--- config.mk ---
export PLATFORM = sky130hd
export DESIGN_NAME = wb_cfg_loader
export DESIGN_NICKNAME = d
export VERILOG_FILES = /design/src/rtl/cfg_loader_pkg.sv /design/src/rtl/cfg_word_fifo.sv /design/src/rtl/wb_cfg_loader.sv
export SDC_FILE = /design/constraint.sdc
export NUM_CORES = 1
export LEC_CHECK = 0
export BUFFER_PORTS_ARGS = -buffer_cell sky130_fd_sc_hd__buf_2
export CAP_MARGIN = 20
export CORE_ASPECT_RATIO = 1.5
export CORE_MARGIN = 3
export CORE_UTILIZATION = 50
export DETAILED_ROUTE_END_ITERATION = 8
export GPL_ROUTABILITY_DRIVEN = 0
export PLACE_DENSITY = 0.79
export SYNTH_ARGS = -nofsm -noshare
export SYNTH_HDL_FRONTEND = slang
export SYNTH_SLANG_ARGS = --single-unit
--- constraint.sdc ---
create_clock -name wb_clk_i -period 3.8 [get_ports wb_clk_i]
set_clock_uncertainty 0.1 [all_clocks]
set_input_delay 0.19 -clock wb_clk_i [delete_from_list [all_inputs] [get_ports wb_clk_i]]
set_output_delay 0.19 -clock wb_clk_i [all_outputs]
set_load 0.01 [all_outputs]
--- src/rtl/cfg_loader_pkg.sv ---
// Shared definitions for the Wishbone configuration loader: register map,
// STATUS/CTRL bit positions and the serializer state encoding.
package cfg_loader_pkg;

  localparam logic [3:0] REG_DATA   = 4'h0;
  localparam logic [3:0] REG_CTRL   = 4'h4;
  localparam logic [3:0] REG_STATUS = 4'h8;
  localparam logic [3:0] REG_BITCNT = 4'hC;

  localparam int unsigned CTRL_CLEAR_BIT = 0;

  localparam int unsigned ST_DONE_BIT  = 0;
  localparam int unsigned ST_BUSY_BIT  = 1;
  localparam int unsigned ST_OVF_BIT   = 2;
  localparam int unsigned ST_LEVEL_LSB = 4;

  localparam int unsigned WORD_W = 32;

  typedef enum logic [1:0] {
    IDLE,
    SHIFT,
    DONE
  } ldr_state_e;

  // Assemble the STATUS register image from its individual fields.
  function automatic logic [31:0] pack_status(input logic       done,
                                              input logic       busy,
                                              input logic       ovf,
                                              input logic [3:0] level);
    logic [31:0] s;
    s                      = '0;
    s[ST_DONE_BIT]         = done;
    s[ST_BUSY_BIT]         = busy;
    s[ST_OVF_BIT]          = ovf;
    s[ST_LEVEL_LSB +: 4]   = level;
    return s;
  endfunction

endpackage

--- src/rtl/cfg_word_fifo.sv ---
// Synchronous word FIFO with flush. Pointers carry one extra wrap bit so
// full/empty/level come straight from the pointer difference.
module cfg_word_fifo #(
  parameter int unsigned WIDTH = 32,
  parameter int unsigned DEPTH = 4
) (
  input  logic                     clk,
  input  logic                     rst,
  input  logic                     flush,
  input  logic                     push,
  input  logic [WIDTH-1:0]         push_data,
  input  logic                     pop,
  output logic [WIDTH-1:0]         pop_data,
  output logic                     full,
  output logic                     empty,
  output logic [$clog2(DEPTH):0]   level
);

  localparam int unsigned AW = $clog2(DEPTH);

  logic [WIDTH-1:0] mem_q [DEPTH];
  logic [AW:0]      wptr_q, wptr_d;
  logic [AW:0]      rptr_q, rptr_d;
  logic             do_push, do_pop;

  assign empty    = (wptr_q == rptr_q);
  assign full     = (wptr_q[AW] != rptr_q[AW]) && (wptr_q[AW-1:0] == rptr_q[AW-1:0]);
  assign level    = wptr_q - rptr_q;
  assign pop_data = mem_q[rptr_q[AW-1:0]];
  assign do_push  = push && !full;
  assign do_pop   = pop && !empty;

  // Pointer advance; flush discards all stored words.
  always_comb begin
    wptr_d = wptr_q;
    rptr_d = rptr_q;
    if (flush) begin
      wptr_d = '0;
      rptr_d = '0;
    end else begin
      if (do_push) wptr_d = wptr_q + (AW+1)'(1);
      if (do_pop)  rptr_d = rptr_q + (AW+1)'(1);
    end
  end

  // Pointer registers.
  always_ff @(posedge clk) begin
    if (rst) begin
      wptr_q <= '0;
      rptr_q <= '0;
    end else begin
      wptr_q <= wptr_d;
      rptr_q <= rptr_d;
    end
  end

  // Storage array; contents need no reset since pointers gate visibility.
  always_ff @(posedge clk) begin
    if (do_push && !flush) mem_q[wptr_q[AW-1:0]] <= push_data;
  end

endmodule

--- src/rtl/wb_cfg_loader.sv ---
// Wishbone slave that buffers 32-bit config words and shifts them LSB-first
// into one column's configuration chain, raising set_out once the column
// has received exactly BITS_PER_COL bits.
module wb_cfg_loader
  import cfg_loader_pkg::*;
#(
  parameter logic [31:0] BASE_ADDR    = 32'h3000_0000,
  parameter int unsigned BITS_PER_COL = 1024,
  parameter int unsigned FIFO_DEPTH   = 4
) (
  input  logic        wb_clk_i,
  input  logic        wb_rst_i,
  input  logic        wbs_stb_i,
  input  logic        wbs_cyc_i,
  input  logic        wbs_we_i,
  input  logic [3:0]  wbs_sel_i,
  input  logic [31:0] wbs_adr_i,
  input  logic [31:0] wbs_dat_i,
  output logic        wbs_ack_o,
  output logic [31:0] wbs_dat_o,
  output logic        shift_out,
  output logic        cen,
  output logic        set_out
);

  localparam int unsigned CNT_W = $clog2(BITS_PER_COL + 1);
  localparam int unsigned LVL_W = $clog2(FIFO_DEPTH) + 1;

  ldr_state_e        state_q, state_d;
  logic [WORD_W-1:0] sreg_q, sreg_d;
  logic [5:0]        wbits_q, wbits_d;
  logic [CNT_W-1:0]  bitcnt_q, bitcnt_d;
  logic              cen_q, cen_d;
  logic              shift_q, shift_d;
  logic              set_q, set_d;
  logic              ovf_q, ovf_d;
  logic              ack_q, ack_d;
  logic [31:0]       dat_q, dat_d;

  logic              fifo_pop, fifo_push, fifo_full, fifo_empty;
  logic [WORD_W-1:0] fifo_rd;
  logic [LVL_W-1:0]  fifo_level;

  logic              in_window, req, data_wr, push_req, accept, clear, ovf_hit, busy;
  logic [3:0]        offs;
  logic [31:0]       rd_data;

  assign offs      = wbs_adr_i[3:0];
  assign in_window = (wbs_adr_i[31:4] == BASE_ADDR[31:4]);
  // ack_q masks the request so a strobe held through the ack cycle is not re-acked.
  assign req       = wbs_stb_i && wbs_cyc_i && in_window && !ack_q;
  assign data_wr   = wbs_we_i && (offs == REG_DATA) && (wbs_sel_i == 4'hF);
  assign push_req  = data_wr && (state_q != DONE);
  // A push into a full FIFO is held off (no ack) until a slot frees.
  assign accept    = req && !(push_req && fifo_full);
  assign fifo_push = accept && push_req;
  assign ovf_hit   = accept && data_wr && (state_q == DONE);
  assign clear     = accept && wbs_we_i && (offs == REG_CTRL) && wbs_dat_i[CTRL_CLEAR_BIT];
  assign busy      = (state_q == SHIFT) || !fifo_empty;

  cfg_word_fifo #(
    .WIDTH (WORD_W),
    .DEPTH (FIFO_DEPTH)
  ) u_fifo (
    .clk       (wb_clk_i),
    .rst       (wb_rst_i),
    .flush     (clear),
    .push      (fifo_push),
    .push_data (wbs_dat_i),
    .pop       (fifo_pop),
    .pop_data  (fifo_rd),
    .full      (fifo_full),
    .empty     (fifo_empty),
    .level     (fifo_level)
  );

  // Register read mux; unmapped offsets read as zero.
  always_comb begin
    rd_data = '0;
    case (offs)
      REG_STATUS: rd_data = pack_status(set_q, busy, ovf_q, 4'(fifo_level));
      REG_BITCNT: rd_data = 32'(bitcnt_q);
      default:    rd_data = '0;
    endcase
  end

  // Bus response: one-cycle ack per accepted access, read data captured with it.
  always_comb begin
    ack_d = accept;
    dat_d = (accept && !wbs_we_i) ? rd_data : '0;
  end

  // Serializer next state: pop, shift, terminal count and clear.
  always_comb begin
    state_d  = state_q;
    sreg_d   = sreg_q;
    wbits_d  = wbits_q;
    bitcnt_d = bitcnt_q;
    cen_d    = 1'b0;
    shift_d  = 1'b0;
    set_d    = set_q;
    ovf_d    = ovf_q || ovf_hit;
    fifo_pop = 1'b0;
    unique case (state_q)
      IDLE: begin
        if (!fifo_empty) begin
          fifo_pop = 1'b1;
          shift_d  = fifo_rd[0];
          sreg_d   = {1'b0, fifo_rd[WORD_W-1:1]};
          wbits_d  = 6'd1;
          bitcnt_d = bitcnt_q + CNT_W'(1);
          cen_d    = 1'b1;
          state_d  = SHIFT;
        end
      end
      SHIFT: begin
        if (bitcnt_q == CNT_W'(BITS_PER_COL)) begin
          state_d = DONE;
          set_d   = 1'b1;
        end else if (wbits_q == 6'd32) begin
          if (!fifo_empty) begin
            fifo_pop = 1'b1;
            shift_d  = fifo_rd[0];
            sreg_d   = {1'b0, fifo_rd[WORD_W-1:1]};
            wbits_d  = 6'd1;
            bitcnt_d = bitcnt_q + CNT_W'(1);
            cen_d    = 1'b1;
          end else begin
            state_d = IDLE;
          end
        end else begin
          shift_d  = sreg_q[0];
          sreg_d   = {1'b0, sreg_q[WORD_W-1:1]};
          wbits_d  = wbits_q + 6'd1;
          bitcnt_d = bitcnt_q + CNT_W'(1);
          cen_d    = 1'b1;
        end
      end
      DONE: begin
        set_d = 1'b1;
      end
      default: begin
        state_d = IDLE;
      end
    endcase
    if (clear) begin
      state_d  = IDLE;
      bitcnt_d = '0;
      wbits_d  = '0;
      set_d    = 1'b0;
      ovf_d    = 1'b0;
      cen_d    = 1'b0;
      shift_d  = 1'b0;
      fifo_pop = 1'b0;
    end
  end

  // All loader state and registered outputs.
  always_ff @(posedge wb_clk_i) begin
    if (wb_rst_i) begin
      state_q  <= IDLE;
      sreg_q   <= '0;
      wbits_q  <= '0;
      bitcnt_q <= '0;
      cen_q    <= 1'b0;
      shift_q  <= 1'b0;
      set_q    <= 1'b0;
      ovf_q    <= 1'b0;
      ack_q    <= 1'b0;
      dat_q    <= '0;
    end else begin
      state_q  <= state_d;
      sreg_q   <= sreg_d;
      wbits_q  <= wbits_d;
      bitcnt_q <= bitcnt_d;
      cen_q    <= cen_d;
      shift_q  <= shift_d;
      set_q    <= set_d;
      ovf_q    <= ovf_d;
      ack_q    <= ack_d;
      dat_q    <= dat_d;
    end
  end

  assign wbs_ack_o = ack_q;
  assign wbs_dat_o = dat_q;
  assign shift_out = shift_q;
  assign cen       = cen_q;
  assign set_out   = set_q;

endmodule

==> qor.csv, run 1 <==
metric,value,unit
status,completed,
htreeDepth,1,
dp.cells,864,
pwr-share-seq,0.475,
combPwrFrac,0.181,
cp-startpoint,bitcnt_q[0]$_SDFFE_PP0P_,
cpPeakStageDelay,580,ps
fp.coreArea,16200,um^2
vias,5225,
switching_share,0.264,
power.density,564,nW/um^2
ir_drop,0.000362,V
num_io_pins,109,
grt_use_total,0.181,
final_cell_count_no_fill,931,
cp_common_cell,buf_4,
hold_viol,0,
clock_latency,490,ps
finalInstanceArea,9790,um^2
setup_violations,0,
cts_tree,built,
max_freq,0.335,GHz
grt-ovfl-total,0,
crit_slowest_cell,a21boi_2,
power.share.clock,0.344,
drive_above_1_share,0.232,
syn_inst,597,
die_h,164,um
ys_seq_elements,203,
worst_setup_path_end_kind,flop,
worstMarginPinSlew,994,ps
vias_per_cell,5.61,
antenna_cells,0,
drt_iter0_drc,450,
firstDrtPassIters,6,
drv_cap,0,
fillers,1188,
synth-edff-count,128,
cts.clk_slew.worst_paths,70,ps
die-area,18200,um^2
yosysSeqAreaShare,0.645,
critPathRequiredTime,4060,ps
timing.slew.headroom,0.337,
holdPathEnd,wbs_dat_o[1]$_SDFF_PP0_,
synth-main-ff-cell,edfxtp_1,
cp_max_fo,28,
hold_class,input port to flop,
holdPathStages,4,
start_util,0.512,
placed_cell_area,8830,um^2
netSwitchingPower,1.46,mW
post-route-period-util,0.786,
grt_pass1_vias,5346,
internal_power,4.06,mW
fin_worst_hold_slack,44.4,ps
syn_area_per_cell,13.9,um^2
cp_top_family,compound AO/OA/AOI/OAI gates,
antenna_found_initial,0,
path_cells,inv_1 -> ha_1 -> nor2b_1 -> a41oi_2 -> buf_4 -> a21boi_2 -> buf_4 -> nor2_1 -> a211oi_1,
rr_startpoint,bitcnt_q[0]$_SDFFE_PP0P_,
portBuffers,87,
numCtsBuffers,19,
routedWlPerCell,17.8,um
ff2ff_path_depth,9,
power,5.52,mW
cp.arrival,3250,ps
nNetsFinal,797,
grt_max_degree,37,
grt_pass1_wl,26900,um
clock-sinks,203,
rows,57,
async_flop_share,0,
finalCriticalPeriod,2990,ps
layout_common_cells,"edfxtp_1, buf_2, dfxtp_1, nor2_1, dlygate4sd3_1",
worst_setup_path_start_kind,flop,
rsz0062_at_grt,no,
syn_area,8280,um^2
maxSlewViolCount,0,
clockRootBuffer,clkbuf_16,
rrSetupSlack,810,ps
drc_errors,0,
area_delta_synth_final,18.2,%
clk_path_buf_depth,3,
synth_cell_type_count,57,
rr_endpoint,sreg_q[16]$_SDFFE_PP0P_,
worstHoldStart,wbs_adr_i[2],
wl,16500,um
power.leakage,3.38,nW
post-cts-setup-buffer-count,0,
yosys_warnings,0,
ant_nets,0,
crit_type,flop to flop,
tns,0,ps
final_common_cell,edfxtp_1,
dpl.hpwl,10700,um
die_w,111,um
worst-path-buf-inv,3,
-- cells by family (layout without fill, tap and decap cells) --
group | after synthesis | after routing | share of synthesized area
compound gates | 97 | 97 | 0.0784
xor+xnor | 15 | 15 | 0.0159
fa+ha+maj | 12 | 12 | 0.0190
mux | 35 | 35 | 0.0906
simple gates | 169 | 169 | 0.109
buf+inv | 65 | 173 | 0.0409
flops | 203 | 203 | 0.645
other cells | 1 | 21 | 0.000453
-- state kept, by name (all words and copies together) (netlist names), 2 cells and up, named ones only --
name	flops
u_fifo.mem_q	128
u_fifo.wptr_q	3
state_q	2
wbits_q	6
wbs_dat_o	11
u_fifo.rptr_q	3
bitcnt_q	11
sreg_q	32
-- worst max path at each step --
stage               cells past startpoint                           end
detailed placement                      9       sreg_q[16]$_SDFFE_PP0P_
global route                            9       sreg_q[13]$_SDFFE_PP0P_
global placement                        9       wbits_q[3]$_SDFFE_PP0P_
floorplan                               4  u_fifo.mem_q[0][0]$_DFFE_PP_
CTS                                     9       sreg_q[17]$_SDFFE_PP0P_
finish                                  9       sreg_q[16]$_SDFFE_PP0P_
-- Yosys cell counts (all sizes together), types with 2 or more instances --
cell	count	area (um^2)
nand2	10	37.5
a22oi	3	22.5
a2111oi	3	32.5
clkbuf	25	95.1
nand2b	2	12.5
and2	6	37.5
nand3	6	30.0
ha	11	138
xor2	5	43.8
nor2	68	255
xnor2	10	87.6
or3	25	156
o21ai	28	140
and3	6	37.5
a31oi	2	12.5
nand4	9	56.3
nor4	8	65.1
mux2i	3	30.0
edfxtp	128	3840
mux4	32	721
buf	31	210
or2	3	18.8
nor3	11	55.1
o21a	2	15.0
o22ai	8	50.1
a21oi	11	55.1
nor2b	5	31.3
dfxtp	75	1500
nand3b	2	15.0
a211oi	28	210
inv	9	33.8
a32oi	2	17.5
nor4b	2	38.8
-- metrics by stage --
step	util	setup slack, ps
finish	0.605	812
floorplan	-	1080
global placement	0.545	1130
CTS	0.605	918
detailed placement	0.545	936
global route	0.605	689
-- tightest hold or removal path, stage by stage --
cell and delay (ps):
buf_2 150, nor2_1 100, o21ai_0 80, a21oi_1 70
-- routing by layer --
layer | vias to the layer above | part of all wire | GRT usage
met4 | 0 | 0.021 | 0.0631
li1 | 2454 | - | -
met1 | 2599 | 0.39 | 0.215
met5 | - | 0 | 0
met3 | 29 | 0.041 | 0.0267
met2 | 143 | 0.55 | 0.335
-- cell type report --
| type | instances | area [um^2] | share of cell area |
|---|---|---|---|
| multi-input cells | 349 | 2680 | 0.274 |
| flip-flops and latches | 203 | 5350 | 0.546 |
| clock inverters | 8 | 98.8 | 0.0101 |
| well taps | 206 | 258 | 0.0263 |
| repair buffers | 130 | 841 | 0.0859 |
| clock buffers | 26 | 533 | 0.0545 |
| inverters | 9 | 33.8 | 0.00345 |
-- power by group through the flow --
stage / sequential (mW) / clock (mW) / combinational [mW]
floorplan: 2.59 / 0 / 0.797
global placement: 2.66 / 0 / 0.892
detailed placement: 2.67 / 0 / 0.946
CTS: 2.62 / 1.94 / 0.997
global route: 2.64 / 2.03 / 1.11
finish: 2.62 / 1.90 / 1.00
-- timing repair --
| item | 4_1_cts | 5_1_grt |
|---|---|---|
| endpoints found under the hold margin | 133 | 0 |
| hold buffers | 33 | 0 |
| resized for setup | 0 | 0 |
Note: power is estimated with default switching activity, not from simulation.
==> run 2: changes to the inputs <==
- PLACE_DENSITY: 0.79 -> 0.81
- clock period: 3.8 -> 2.55 ns (I/O delays scaled with it)
==> run 2 against run 1 <==
Effect of this change: cell area rose by 1.8%; total power is 49% higher; setup slack lost 670 ps; sequential share of layout area decreased by 0.97 points.
==> qor.csv, run 2 (synthesis gave the netlist of run 1 again) <==
metric,value,unit
cts_resized,0,
grt_pass1_vias,5739,
vias,5393,
grt_max_degree,37,
max_freq,0.415,GHz
drv_cap,0,
drc_errors,0,
die_h,164,um
placed_cell_area,9010,um^2
antenna_cells,0,
grt-ovfl-total,0,
holdPathStages,6,
num_io_pins,109,
power.density,825,nW/um^2
cp.arrival,2490,ps
grt_use_total,0.193,
firstDrtPassIters,6,
cp_max_fo,16,
drt_iter0_drc,508,
rows,57,
vias_per_cell,5.71,
nNetsFinal,811,
finalCriticalPeriod,2410,ps
cts.clk_slew.worst_paths,60,ps
hold_class,input port to flop,
final_common_cell,edfxtp_1,
die-area,18200,um^2
rsz0062_at_grt,no,
clockRootBuffer,clkbuf_16,
numCtsBuffers,19,
die_w,111,um
finalWorstSetupSlack,139,ps
largest_register_ffs,128,
hold_viol,0,
fp.coreArea,16200,um^2
post-route-period-util,0.946,
cts_hold_buf,35,
pre_cts_ws,172,ps
dpl.hpwl,11400,um
ir_drop,0.000612,V
layout_common_cells,"edfxtp_1, buf_2, dfxtp_1, nor2_1, dlygate4sd3_1",
grt_pass1_wl,28500,um
finalInstanceArea,9970,um^2
worst_setup_path_end_kind,flop,
clk_path_buf_depth,3,
cts_tree,built,
clock-sinks,203,
drive_above_1_share,0.255,
ant_nets,0,
htreeDepth,1,
fillers,1151,
tns,0,ps
wl,17600,um
maxSlewViolCount,0,
post-cts-setup-buffer-count,0,
ff2ff_path_depth,9,
portBuffers,87,
worstMarginPinSlew,717,ps
timing.slew.headroom,0.522,
area_delta_synth_final,20.3,%
start_util,0.512,
power,8.22,mW
crit_type,input port to flop,
clock_latency,480,ps
status,completed,
critPathRequiredTime,2630,ps
setup_violations,0,
final_core_util,0.616,
power.leakage,3.47,nW
routedWlPerCell,18.6,um
worst_setup_path_start_kind,input port,
antenna_found_initial,0,
## run 2: cell types whose count changed in the layout (fill, tap and decap cells not counted), sizes merged, moves of 2 or more
cell	change
buf	+12
bufinv	-2
clkinvlp	+2
dlygate4sd3	+2
## run 2: per-layer routing
metal  vias up  GRT usage  part of all wire
li1       2482          -                 -
met1      2672      0.217              0.37
met2       197      0.365              0.55
met3        42     0.0263             0.051
met4         0     0.0814             0.029
met5         -          0                 0
## run 2: power by group
part / total [mW] / internal (mW) / switching (mW)
combinational: 1.65 / 0.762 / 0.892
clock: 2.71 / 1.55 / 1.16
sequential: 3.86 / 3.71 / 0.149
total: 8.22 / 6.02 / 2.20
## run 2: final timing paths
check	end	startpoint	slack (ps)
setup / recovery	u_fifo.mem_q[0][7]$_DFFE_PP_	wbs_adr_i[3]	140
hold / removal	wbs_dat_o[1]$_SDFF_PP0_	wbs_adr_i[0]	50
hold reg to reg	ovf_q$_SDFF_PP0_	ovf_q$_SDFF_PP0_	390
setup reg to reg	sreg_q[15]$_SDFFE_PP0P_	u_fifo.wptr_q[0]$_SDFFE_PP0P_	180
## run 2: area by class of cell
| class | instances | area [um^2] | area share |
|---|---|---|---|
| Timing Repair Buffer | 144 | 1040 | 0.104 |
| Clock inverter | 8 | 47.5 | 0.00477 |
| Inverter | 9 | 33.8 | 0.00339 |
| Sequential cell | 203 | 5350 | 0.536 |
| Clock buffer | 25 | 559 | 0.0561 |
| Multi-Input combinational cell | 349 | 2680 | 0.269 |
| Tap cell | 206 | 258 | 0.0259 |
## run 2: per-stage QoR
stage	hold WS [ps]	cells
after floorplan	126	617
after global placement	238	876
after detailed placement	245	876
after CTS	13.4	944
after global routing	76.4	944
final	49.5	944
## run 2: critical path: stages
cell	delay, ps
dlygate4sd3_1	540
buf_2	150
or4b_4	510
nor4_4	250
nor4b_4	320
and2_2	360
buf_12	200
==> run 3: changes to the inputs <==
- CORE_UTILIZATION: 50 -> 45
- PLACE_DENSITY: 0.81 -> 0.75
==> run 3 against run 2 <==
Effect of this change: non-clock buffer count unchanged; die area grew 11%; worst hold slack got worse by 17 ps.
==> qor.csv, run 3 (synthesis gave the netlist of run 1 again) <==
metric,value,unit
status,completed,
htreeDepth,1,
setup_violations,0,
rsz0062_at_grt,no,
grt-ovfl-total,0,
cts_tree,built,
crit_slowest_cell,dlygate4sd3_1,
drc_errors,0,
grt_pass1_vias,5328,
ir_drop,0.000653,V
timing.slew.headroom,0.539,
dpl.hpwl,11900,um
portBuffers,87,
drive_above_1_share,0.251,
worstMarginPinSlew,692,ps
firstDrtPassIters,5,
area_delta_synth_final,21.4,%
cts.clk_slew.worst_paths,60,ps
ant_nets,0,
die-area,20100,um^2
seqCellArea,5350,um^2
cpPeakStageDelay,530,ps
routedWlPerCell,17.8,um
worst_setup_path_start_kind,input port,
numCtsBuffers,20,
clockRootBuffer,clkbuf_16,
cts_resized,0,
wl,17100,um
grt_use_total,0.171,
final_core_util,0.558,
crit_type,input port to flop,
grt_max_degree,37,
power.leakage,3.49,nW
multiInputGateArea,2680,um^2
vias_per_cell,5.52,
max_freq,0.427,GHz
hold_class,input port to flop,
nNetsFinal,812,
fp.coreArea,18000,um^2
clock-sinks,203,
cts_hold_buf,35,
tns,0,ps
power,8.33,mW
path_cells,dlygate4sd3_1 -> buf_2 -> or4b_4 -> nor4_4 -> nor4b_4 -> buf_4 -> and2_2 -> buf_12,
drt_iter0_drc,274,
drv_cap,0,
antenna_found_initial,0,
die_w,117,um
clock_latency,490,ps
fillers,1418,
critPathRequiredTime,2640,ps
maxSlewViolCount,0,
antenna_cells,0,
finalCriticalPeriod,2340,ps
vias,5286,
rows,60,
grt_pass1_wl,27300,um
worst_setup_path_end_kind,flop,
post-cts-setup-buffer-count,0,
cp_max_fo,18,
hold_viol,0,
die_h,172,um
layout_common_cells,"edfxtp_1, buf_2, dfxtp_1, nor2_1, dlygate4sd3_1",
post-route-period-util,0.919,
cp.arrival,2430,ps
power.density,828,nW/um^2
clk_path_buf_depth,3,
start_util,0.460,
num_io_pins,109,
largest_register_ffs,128,
final_common_cell,edfxtp_1,
[run 3: cell types whose count changed in the layout (fill, tap and decap cells not counted), sizes merged]
cell and delta:
clkinvlp -1, clkbuf -3, bufinv +2, clkinv +6
inv -1
[run 3: critical path, delay by kind of cell]
family	cells	cell delay [ps]
buffers and inverters	4	1050
and+or+nand+nor	4	1240
[run 3: final timing paths]
check	end	cells past startpoint	slack [ps]	from
hold / removal	wbs_dat_o[1]$_SDFF_PP0_	6	30	wbs_adr_i[0]
setup / recovery	u_fifo.mem_q[2][17]$_DFFE_PP_	8	210	wbs_adr_i[3]
setup reg to reg	u_fifo.mem_q[2][17]$_DFFE_PP_	8	240	u_fifo.wptr_q[0]$_SDFFE_PP0P_
hold reg to reg	sreg_q[31]$_SDFFE_PP0P_	1	380	sreg_q[31]$_SDFFE_PP0P_
[run 3: area by class of cell]
cell class              count  area share
inverters                   9     0.00336
clock inverters            14      0.0117
multi-input cells         349       0.267
repair buffers            144       0.106
flip-flops and latches    203       0.532
clock buffers              22      0.0536
well taps                 217      0.0270
[run 3: report_power, final]
group	total (mW)	internal, mW	switching, mW
clock network	2.90	1.72	1.18
registers	3.83	3.71	0.126
logic	1.59	0.729	0.857
total	8.33	6.16	2.17
[run 3: layer usage]
| metal | part of all wire | wire (um) | GRT usage | vias to the layer above |
|---|---|---|---|---|
| li1 | - | - | - | 2487 |
| met1 | 0.38 | 6440 | 0.203 | 2608 |
| met2 | 0.55 | 9450 | 0.315 | 161 |
| met3 | 0.047 | 807 | 0.0252 | 30 |
| met4 | 0.023 | 400 | 0.0564 | 0 |
| met5 | 0 | 0 | 0 | - |
[run 3: per-stage QoR]
| stage | worst slack, ps | hold slack (ps) | std cells | area, um^2 |
|---|---|---|---|---|
| 6_report | 206 | 32.3 | 958 | 10100 |
| 5_1_grt | 91.1 | 47.1 | 958 | 10100 |
| 4_1_cts | 215 | 12.1 | 958 | 10100 |
| 3_5_place_dp | 236 | 250 | 887 | 9050 |
| 3_3_place_gp | 263 | 244 | 887 | 9050 |
| 2_1_floorplan | 215 | 126 | 617 | 8360 |
